File: src/rtl/deconv_row_feeder.sv
// Row feeder for the deconvolution row accumulator.
// Takes one packed row over valid/ready, holds it on data_in, then steps a
// one-hot strobe across the feature columns. Steps pause while accumn_fin is
// high. After the last step it waits for the accumulator to finish the row.
module deconv_row_feeder #(
    parameter int BIT_WIDTH     = 8,
    parameter int N_COL_FEATURE = 8,
    parameter int N_COL_KERNEL  = 5,
    parameter int NUM_STRIDE    = 2,
    parameter int N_PIX_IN      = N_COL_FEATURE * N_COL_KERNEL,
    parameter int STRB_WIDTH    = 2 * BIT_WIDTH * N_PIX_IN / 4,
    parameter int DRAIN_TIMEOUT = 64
) (
    input  logic                            clk,
    input  logic                            rst,
    input  logic                            s_valid,
    output logic                            s_ready,
    input  logic [2*BIT_WIDTH*N_PIX_IN-1:0] s_data,
    output logic                            en_shift,
    output logic [STRB_WIDTH-1:0]           data_strobe,
    output logic [2*BIT_WIDTH*N_PIX_IN-1:0] data_in,
    input  logic                            accumn_fin,
    output logic                            busy,
    output logic [15:0]                     row_cnt,
    output logic                            err
);

    localparam int DW = 2 * BIT_WIDTH * N_PIX_IN;
    localparam int CW = (N_COL_FEATURE > 1) ? $clog2(N_COL_FEATURE) : 1;
    localparam int TW = $clog2(DRAIN_TIMEOUT + 1);

    // NUM_STRIDE is only carried for the accumulator; sanity-check the geometry here.
    if (NUM_STRIDE < 1 || STRB_WIDTH < N_COL_FEATURE || N_PIX_IN != N_COL_FEATURE * N_COL_KERNEL
        || DRAIN_TIMEOUT < 1) begin : g_bad_params
        $error("deconv_row_feeder: inconsistent parameters");
    end

    typedef enum logic [1:0] {
        S_IDLE,
        S_SHIFT,
        S_DRAIN,
        S_HOLD
    } state_t;

    state_t                  state_q, state_d;
    logic [CW-1:0]           col_q, col_d;
    logic [TW-1:0]           drain_q, drain_d;
    logic                    en_shift_q, en_shift_d;
    logic [STRB_WIDTH-1:0]   strb_q, strb_d;
    logic [DW-1:0]           data_q, data_d;
    logic [15:0]             row_cnt_q, row_cnt_d;
    logic                    err_q, err_d;

    assign s_ready     = (state_q == S_IDLE) & ~rst;
    assign busy        = (state_q != S_IDLE);
    assign en_shift    = en_shift_q;
    assign data_strobe = strb_q;
    assign data_in     = data_q;
    assign row_cnt     = row_cnt_q;
    assign err         = err_q;

    // Next-state and next-output logic for the row walk.
    always_comb begin
        state_d    = state_q;
        col_d      = col_q;
        drain_d    = drain_q;
        en_shift_d = 1'b0;
        strb_d     = '0;
        data_d     = data_q;
        row_cnt_d  = row_cnt_q;
        err_d      = err_q;
        unique case (state_q)
            S_IDLE: begin
                if (s_valid) begin
                    data_d  = s_data;
                    col_d   = '0;
                    state_d = S_SHIFT;
                end
            end
            S_SHIFT: begin
                if (!accumn_fin) begin
                    en_shift_d     = 1'b1;
                    strb_d[col_q]  = 1'b1;
                    if (col_q == CW'(N_COL_FEATURE - 1)) begin
                        col_d   = '0;
                        drain_d = '0;
                        state_d = S_DRAIN;
                    end else begin
                        col_d = col_q + CW'(1);
                    end
                end
            end
            S_DRAIN: begin
                if (accumn_fin) begin
                    state_d = S_HOLD;
                end else if (drain_q == TW'(DRAIN_TIMEOUT - 1)) begin
                    err_d   = 1'b1;
                    state_d = S_IDLE;
                end else begin
                    drain_d = drain_q + TW'(1);
                end
            end
            S_HOLD: begin
                if (!accumn_fin) begin
                    row_cnt_d = row_cnt_q + 16'd1;
                    state_d   = S_IDLE;
                end
            end
            default: state_d = S_IDLE;
        endcase
    end

    // State and registered outputs, synchronous active-high reset.
    always_ff @(posedge clk) begin
        if (rst) begin
            state_q    <= S_IDLE;
            col_q      <= '0;
            drain_q    <= '0;
            en_shift_q <= 1'b0;
            strb_q     <= '0;
            data_q     <= '0;
            row_cnt_q  <= '0;
            err_q      <= 1'b0;
        end else begin
            state_q    <= state_d;
            col_q      <= col_d;
            drain_q    <= drain_d;
            en_shift_q <= en_shift_d;
            strb_q     <= strb_d;
            data_q     <= data_d;
            row_cnt_q  <= row_cnt_d;
            err_q      <= err_d;
        end
    end

endmodule

File: config.mk
export PLATFORM = sky130hd
export DESIGN_NAME = deconv_row_feeder
export DESIGN_NICKNAME = d
export VERILOG_FILES = /design/src/rtl/deconv_row_feeder.sv
export SDC_FILE = /design/constraint.sdc
export NUM_CORES = 1
export LEC_CHECK = 0
export CAP_MARGIN = 20
export CORE_AREA = 2 2 564 566
export CTS_CLUSTER_SIZE = 28
export DETAILED_ROUTE_END_ITERATION = 8
export DIE_AREA = 0 0 566 568
export SLEW_MARGIN = 15
export SYNTH_ARGS = -nofsm -noshare
export SYNTH_HDL_FRONTEND = slang
export SYNTH_SLANG_ARGS = --single-unit
File: constraint.sdc
create_clock -name clk -period 3.6 [get_ports clk]
set_input_delay 0.54 -clock clk [delete_from_list [all_inputs] [get_ports clk]]
set_output_delay 0.54 -clock clk [all_outputs]
set_load 0.01 [all_outputs]
==> results.md, run 1 <==
- Status: finished, final reports clean
- Final setup TNS: 0 ps
- Worst-skew pair later-pin latency: just over 800 ps
- Post-CTS Setup Bufs: 0
- Inserted Clock Buffers: 94
- Crit-path cells: nor2_1 -> inv_1 -> clkdlybuf4s50_1
- Die Area: 321500 um^2
- Pre-CTS setup slack: 861.9 ps
- Tot GR Track Use: approximately 14%
- Adder-Cell Fraction of Synth Area: 0.2033%
- VDD IR max: slightly above 300 uV
- Non-filler cells, final: approximately 8700
- Synth Area in Simple Gates: between 20% and 30%
- Final WL: between 200000 and 250000 um
- Post-route DRC violation count: 0
- Largest family of logic cells by synthesized area: simple AND/OR/NAND/NOR gates
- Die height: between 500 and 600 um
- Largest net degree at the start of global routing: approximately 150
- Synth cell types: 46
- Antenna Nets Post-Route: 0
- Hold Slack: about 150 ps
- CTS Hold Bufs: 0
- Proportion of synthesized area in mux cells: less than 1%
- Final Max Tran Viols: 0
- Unrepaired setup endpoints after global routing: no
- R2R setup slack: approximately 1200 ps
- Initial Utilization: 7.783%
- Sequential element share of the synthesized area: 55.14%
- Skew final: between 70 and 80 ps
- WL per Instance: roughly 27 um
- Leakage: 15.41 nW
- Startpoint Class: flip-flop
- # rows: about 210
- Vias per Instance: just over 3
- Global route total overflow: 0
- Placed cell count: around 8400
- Crit end category: output pin
- Period utilization: a little under 90%
- Initial antenna violation count: around 350
- CTS Sinks: roughly 680
- Post-synth design cell area: 24610 um^2
- Setup violations, final: 0
- P per Cell Area: approximately 470 nW/um^2
- Final setup margin: approximately 470 ps
- Final nets: roughly 5000
- DIE WIDTH: about 570 um
- Async set or reset register ratio after synthesis: 0%
- Final Hold Viols: 0
- CTS tree: yes
- Syn Inst Count: between 3000 and 4000
- H-tree depth: 3
- Vias in the first global route: approximately 25000
- First-pass GRT wire length: around 290000 um
- Boundary Pins: between 1000 and 1500
- Crit path largest cell delay: roughly 750 ps
- Crit-path slowest cell: clkdlybuf4s50_1
- Required time of the critical path: ~3100 ps
- Port-buffer cells: roughly 1300
- Max_cap viols: 0
- Post_cts resized: 0
- CTS Buffer Depth: 4
- Area Overhead vs Synth: 83.75%
- Synth Area in Compound Gates: 13.77%
- Drt first pass iters: 5
- Worst slew margin: 31.05%
- CP Max Fanout: 12
- Mapped Avg Cell Area: between 7 and 8 um^2
- Share of layout cells above drive strength 1: under 10%
- Reg clk slew, reported paths: ~60 ps
- XOR/XNOR Fraction of Synth Area: less than 1%
- Final Wtd Congestion: ~0.9
- Crit path time final: roughly 3100 ps
- Worst Path Arrival: around 2600 ps
- Via Count: 26680
- Final core occ: between 10% and 20%
- Root Buffer: clkbuf_16
- Worst slew pin tran: about 1000 ps
- Initial DRC count: between 1000 and 1500
- Max Fclk: 319.5 MHz
- Final HPWL DP: approximately 200000 um
- Yosys warnings: 0
- Seq cells post-synth: 678
- Hold WC Path Type: input port to flip-flop
- Area of the core: around 320000 um^2
- Top_reg_cell synth: dfxtp_1
- WS Path Type: flip-flop to output pin
- EDFF count, synth: 0
[cell usage after synthesis (all sizes together), types with 3 or more instances]
cell       n  area (um^2)
dfxtp    678        13570
xor2       6        52.55
nor4       4        31.28
o21ai      4        20.02
nand4      6        37.54
and3       4        25.02
nor3       6        30.03
nand2   1291         4846
nor3b      3        27.52
nand3      5        37.54
or3        5        36.28
o22ai      3        18.77
nor2b      3        18.77
inv        3        11.26
xnor2      4        35.03
nand2b     6        37.54
ha         4        50.05
buf      284         1808
nor2      31        116.4
a21oi    650         3253
clkbuf    88        330.3
[logic make-up (layout without fill, tap and decap cells)]
kind of cell / after synthesis / in the layout
AOI/OAI and AO/OA: 667 / 667
xor gates and xnor gates: 10 / 10
adders and majority gates: 4 / 4
buffers and inverters: 375 / 1524
DFF: 678 / 678
muxes: 3 / 3
other: 1 / 226
and+or+nand+nor: 1374 / 1374
[sequential cells by signal, indices dropped and copies added (netlist names)]
register     flops
en_shift         1
col_q            3
row_cnt         16
data_in        640
state_q          2
err              1
drain_q          7
data_strobe      8
[critical path, delay by kind of cell, from the launching register on]
family                 cells  cell delay [ps]
buffers and inverters      2              950
flip-flops                 1              640
AND/OR/NAND/NOR            1              170
[placed cells by master, fill, tap and decap left out, types with 3 or more instances in the layout]
cell type / n
bufinv_16: 8
o21ai_0: 4
ha_1: 4
nor2_1: 31
nand3_1: 4
clkbuf_1: 22
xnor2_1: 4
clkbuf_8: 15
buf_12: 15
nand4_1: 6
nor3_1: 6
or3_1: 4
clkdlybuf4s50_1: 1310
buf_4: 27
inv_6: 3
a21oi_1: 650
clkinv_4: 3
conb_1: 152
dfxtp_1: 678
nand2b_1: 6
nor2b_1: 3
diode_2: 74
o22ai_1: 3
clkbuf_16: 94
clkinvlp_4: 12
inv_1: 3
nor4_1: 3
nand2_1: 1290
xor2_1: 6
clkinv_2: 7
and3_1: 4
[path summary, 6_finish.rpt]
path / start / to / depth (start not counted)
hold / removal: rst / state_q[0] / 2
setup reg to reg: state_q[0] / data_in[606] / 5
hold reg to reg: data_in[252] / data_in[252] / 2
setup / recovery: state_q[0] / busy / 3
[layer usage]
metal | routed length [um] | up-vias | GRT usage, %
li1 | - | 12270 | -
met1 | 76800 | 12060 | 13.31
met2 | 98750 | 1530 | 21.40
met3 | 44590 | 598 | 12.17
met4 | 10810 | 218 | 5.316
met5 | 1398 | - | 0
[cell type report]
class | instances | area [um^2]
antenna | 74 | 185.2
clock buffer | 131 | 2641
clock inverter | 37 | 485.5
fill | 36070 | 271000
inverter | 3 | 11.26
multi-input combinational | 2210 | 9472
sequential | 678 | 13570
tap | 4180 | 5230
timing repair buffer | 1353 | 13630
[metrics by stage]
step | area (um^2) | power [mW]
2_1_floorplan | 25180 | 9.476
3_3_place_gp | 41920 | 11.66
3_5_place_dp | 41920 | 11.67
4_1_cts | 45040 | 21.77
5_1_grt | 45110 | 22.19
6_report | 45230 | 21.24
[where the power goes]
group | leakage [nW] | switching [mW] | internal (mW) | total, mW
Combinational | 8.36 | 1.72 | 1.57 | 3.29
Sequential | 5.56 | 0.226 | 7.92 | 8.14
Clock | 1.49 | 4.08 | 5.72 | 9.80
Total | 15.4 | 6.02 | 15.2 | 21.2
Power figures use the tool's default switching activity.
==> inputs of run 2 (changes only) <==
--- a/config.mk
+++ b/config.mk
@@ -10,6 +10,7 @@
 export CTS_CLUSTER_SIZE = 28
 export DETAILED_ROUTE_END_ITERATION = 8
 export DIE_AREA = 0 0 566 568
+export RECOVER_POWER = 50
 export SLEW_MARGIN = 15
 export SYNTH_ARGS = -nofsm -noshare
 export SYNTH_HDL_FRONTEND = slang
==> results.md, run 2 (synthesis gave the netlist of run 1 again) <==
- Area of the core: 316200 um^2
- Placed cell count: 8424
- Final Wtd Congestion: a little over 0.9
- Boundary Pins: 1464
- Vias in the first global route: approximately 25000
- P per Cell Area: around 470 nW/um^2
- Skew final: 67.98 ps
- Post-route DRC violation count: 0
- Final core occ: between 10% and 20%
- CP Max Fanout: 64
- VDD IR max: between 300 and 400 uV
- Reg2reg path depth: 5
- Post-layout total power: 21.13 mW
- Final HPWL DP: ~200000 um
- Final Max Tran Viols: 0
- Final nets: 4988
- CTS Sinks: around 680
- Clock group share of total power: a little under half
- Unrepaired setup endpoints after global routing: no
- Initial Utilization: 7.783%
- Root Buffer: clkbuf_16
- Setup violations, final: 0
- Final setup TNS: 0 ps
- Internal power: roughly 15 mW
- Pre-CTS setup slack: roughly 860 ps
- Top cell family by delay on the critical path: simple AND/OR/NAND/NOR gates
- Antenna Nets Post-Route: 0
- Share of layout cells above drive strength 1: between 4 and 5%
- P_sw: 6.001 mW
- Worst-skew pair later-pin latency: about 830 ps
- Via Count: 26770
- H-tree depth: 3
- Max_cap viols: 1
- Switching Share: about 28%
- Die Area: 321500 um^2
- Status: finished with violations
- Startpoint Class: flip-flop
- CTS Buffer Depth: 4
- Combinational share of power: between 10% and 20%
- Hold Slack: 147.2 ps
- Required time of the critical path: 4280 ps
- CTS Hold Bufs: 0
- Global route total overflow: 0
- Reg clk slew, reported paths: roughly 60 ps
- Die height: 568 um
- # rows: a little over 200
- Crit path time final: about 3100 ps
- CTS tree: yes
- Placed Area: between 40000 and 50000 um^2
- Final setup margin: about 480 ps
- WS Path Type: flip-flop to flip-flop
- Post-CTS Setup Bufs: 0
- Post_cts resized: 0
- Drt first pass iters: 5
- Vias per Instance: roughly 3
- WL per Instance: between 20 and 30 um
- Non-filler cells, final: approximately 8700
- Failing checks: max-capacitance violations
- Worst slew pin tran: ~1400 ps
- Register share of total power: between 30% and 40%
- First-pass GRT wire length: between 200000 and 300000 um
- Finished Cell Area: between 40000 and 50000 um^2
- Final Hold Viols: 0
- Crit-path slowest cell: nand2_2
- Crit path largest cell delay: just under 1000 ps
- Inserted Clock Buffers: 94
- Commonest cells after routing, fill and taps aside: 1290 x nand2_1, 953 x clkdlybuf4s50_1, 678 x dfxtp_1
- Initial DRC count: ~1500
- Initial antenna violation count: approximately 350
- Period utilization: around 87%
- CP Depth: 5
- Leakage: 16.37 nW
- Hold depth: 2
- Max Fclk: around 320 MHz
- Worst slew margin: between 1.5 and 2%
- Hold WC Path Type: input port to flip-flop
- Largest register FFs: between 600 and 700
- CP bufs+invs: 1
- Tot GR Track Use: around 14%
- Final WL: between 200000 and 250000 um
- Most common cell after layout, fill and taps aside: nand2_1
- Crit end category: flip-flop
- Worst Path Arrival: 3810 ps
- Port-buffer cells: 1311
- DIE WIDTH: between 500 and 600 um
- Largest net degree at the start of global routing: about 150
- Area Overhead vs Synth: 83.26%
- Crit-path cells: nor2_1 -> nand2_2 -> clkbuf_4 -> nand2_1 -> a21oi_1
==> run 2: cell count changes in the layout (fill, tap and decap cells not counted), sizes merged <==
cell,change
dlygate4sd3,+357
diode,-1
clkbuf,+12
buf,-12
clkdlybuf4s50,-357
==> run 2: area by class of cell <==
type / instances / area [um^2]
antenna: 73 / 182.7
clock buffer: 131 / 2641
clock inverter: 37 / 485.5
fill: 36080 / 271100
inverter: 3 / 11.26
multi-input combinational: 2210 / 9413
sequential: 678 / 13570
tap: 4180 / 5230
timing repair buffer: 1353 / 13570
==> run 2: power by group through the flow <==
stage | clock (mW) | combinational, mW | sequential [mW]
floorplan | 0 | 1.01 | 8.47
global route | 10.5 | 3.45 | 8.18
finish | 9.79 | 3.20 | 8.13
detailed placement | 0 | 3.37 | 8.30
CTS | 10.2 | 3.38 | 8.14
global placement | 0 | 3.37 | 8.29
==> run 2: final timing paths <==
| check | start | endpoint | slack [ps] |
|---|---|---|---|
| worst max-delay path | state_q[0] | data_in[456] | 480 |
| worst min-delay path | rst | state_q[0] | 150 |
| worst max register to register | state_q[0] | data_in[456] | 480 |
| worst min register to register | data_in[252] | data_in[252] | 450 |
==> run 2: routing by layer <==
metal  routed length, um  up-vias  global-route usage [%]
li1                    -    12290                       -
met1               78510    12100                   13.31
met2               98660     1559                   21.40
met3               42710      600                   12.17
met4               10870      226                   5.316
met5                1448        -                       0
==> run 2: worst reg2reg max path: stages (launching register included) <==
cell and delay [ps]:
dfxtp_1 590, nor2_1 130, nand2_2 990, clkbuf_4 930, nand2_1 160, a21oi_1 170
==> inputs of run 3 (changes only) <==
--- a/config.mk
+++ b/config.mk
@@ -10,6 +10,7 @@
 export CTS_CLUSTER_SIZE = 28
 export DETAILED_ROUTE_END_ITERATION = 8
 export DIE_AREA = 0 0 566 568
+export PLACE_DENSITY_LB_ADDON = 0.05
 export RECOVER_POWER = 50
 export SLEW_MARGIN = 15
 export SYNTH_ARGS = -nofsm -noshare
==> results.md, run 3 (synthesis gave the netlist of run 1 again) <==
- Status: finished with violations
- Failing checks: max-capacitance violations
- Die height: approximately 570 um
- Worst slew pin tran: 1418 ps
- Worst Path Arrival: around 2600 ps
- Die Area: about 320000 um^2
- Largest register FFs: 640
- Hold path endpoint: data_in[10]
- Vias in the first global route: between 20000 and 30000
- WL per Instance: about 22 um
- Initial Utilization: approximately 7.8%
- Setup violations, final: 0
- Crit path largest cell delay: a little over 800 ps
- Startpoint Class: flip-flop
- Final Wtd Congestion: ~0.74
- CTS tree: yes
- Via Count: about 25000
- Critical R2R Launch: state_q[0]
- First-pass GRT wire length: between 200000 and 250000 um
- Antenna Nets Post-Route: 0
- VDD IR max: 350.7 uV
- Initial antenna violation count: between 90 and 100
- Reg2reg path depth: 6
- R2R setup slack: about 600 ps
- Post-route DRC violation count: 0
- Crit end category: output pin
- Leakage: 16.08 nW
- Post-layout total power: 21.84 mW
- Commonest cells after routing, fill and taps aside: 1291 x nand2_1, 1141 x clkdlybuf4s50_1, 678 x dfxtp_1
- Share of layout cells above drive strength 1: between 4 and 5%
- Drt first pass iters: 5
- Boundary Pins: about 1500
- Largest net degree at the start of global routing: between 100 and 150
- Post_cts resized: 0
- Vias per Instance: about 2.9
- Final Max Tran Viols: 0
- Reg2reg end: data_in[514]
- Period utilization: about 87%
- CTS Hold Bufs: 0
- Crit-path slowest cell: clkdlybuf4s50_1
- Inserted Clock Buffers: about 110
- Port-buffer cells: 1311
- CTS Sinks: ~680
- # rows: ~210
- Unrepaired setup endpoints after global routing: no
- Worst slew margin: under 10%
- Global route total overflow: 0
- Worst-skew pair later-pin latency: 810 ps
- Initial DRC count: ~1000
- DIE WIDTH: 566 um
- P per Cell Area: slightly below 500 nW/um^2
- Final setup TNS: 0 ps
- Final WL: 188400 um
- Final nets: approximately 5000
- Area Overhead vs Synth: 84.44%
- Crit-path cells: nor2_1 -> inv_1 -> clkdlybuf4s50_1
- Hold depth: 2
- H-tree depth: 3
- Area of the core: ~320000 um^2
- Root Buffer: clkbuf_16
- Post-CTS Setup Bufs: 0
- CTS Buffer Depth: 4
- Required time of the critical path: slightly above 3000 ps
- Layout fillers: 36140
- Most common cell after layout, fill and taps aside: nand2_1
- Max_cap viols: 1
- Crit path time final: 3128 ps
- Final HPWL DP: 146100 um
- Hold WC Path Type: input port to flip-flop
- Hold path startpoint: rst
- Reg clk slew, reported paths: 60 ps
- Max Fclk: 319.6 MHz
- Tot GR Track Use: 11.25%
- Skew final: roughly 40 ps
- WS Path Type: flip-flop to output pin
- CP Max Fanout: 12
- Final Hold Viols: 0
## run 3: power breakdown
part	switching, mW	internal [mW]
Sequential	0.245	7.92
Clock	4.31	6.12
Combinational	1.69	1.55
## run 3: cell type report
type / count / area, um^2 / area share, %
timing repair buffer: 1371 / 13750 / 30.28
inverter: 3 / 11.26 / 0.02480
tap: 4180 / 5230 / 11.52
clock inverter: 14 / 172.7 / 0.3803
sequential: 678 / 13570 / 29.90
antenna: 29 / 72.57 / 0.1599
multi-input combinational: 2210 / 9422 / 20.75
clock buffer: 168 / 3169 / 6.981
## run 3: metrics by stage
stage	utilization [%]	setup slack, ps	instances	area (um^2)	hold slack (ps)
global route	14.34	91.31	8629	45340	144.5
finish	14.36	471.5	8653	45400	167.9
floorplan	-	1528	3263	25180	440.3
detailed placement	13.32	912.4	8442	42130	445.7
global placement	13.32	931.7	8442	42130	442.1
CTS	14.38	212.6	8624	45470	94.21
## run 3: worst max path at each step
stage / start / to / slack (ps) / cells after the start
6_report: state_q[0] / busy / 470 / 3
5_1_grt: state_q[0] / data_in[355] / 90 / 6
4_1_cts: state_q[0] / busy / 210 / 3
3_5_place_dp: s_valid / data_in[635] / 910 / 7
3_3_place_gp: s_valid / data_in[635] / 930 / 7
2_1_floorplan: rst / s_ready / 1530 / 5
## run 3: layer usage
metal  wire length (um)  GRT usage (%)  share of wire, %  vias to the layer above
met1              69090          11.47                37                    11590
met3              23470          6.883                12                      297
met2              90830          19.33                48                     1019
li1                   -              -                 -                    12300
met4               4244          2.707               2.3                      120
met5                772              0              0.41                        -
## run 3: worst max-delay path: cells and delay by family (launching register included)
family                 cells  cell delay [ps]
buffers and inverters      2              970
and+or+nand+nor            1              140
DFF                        1              660
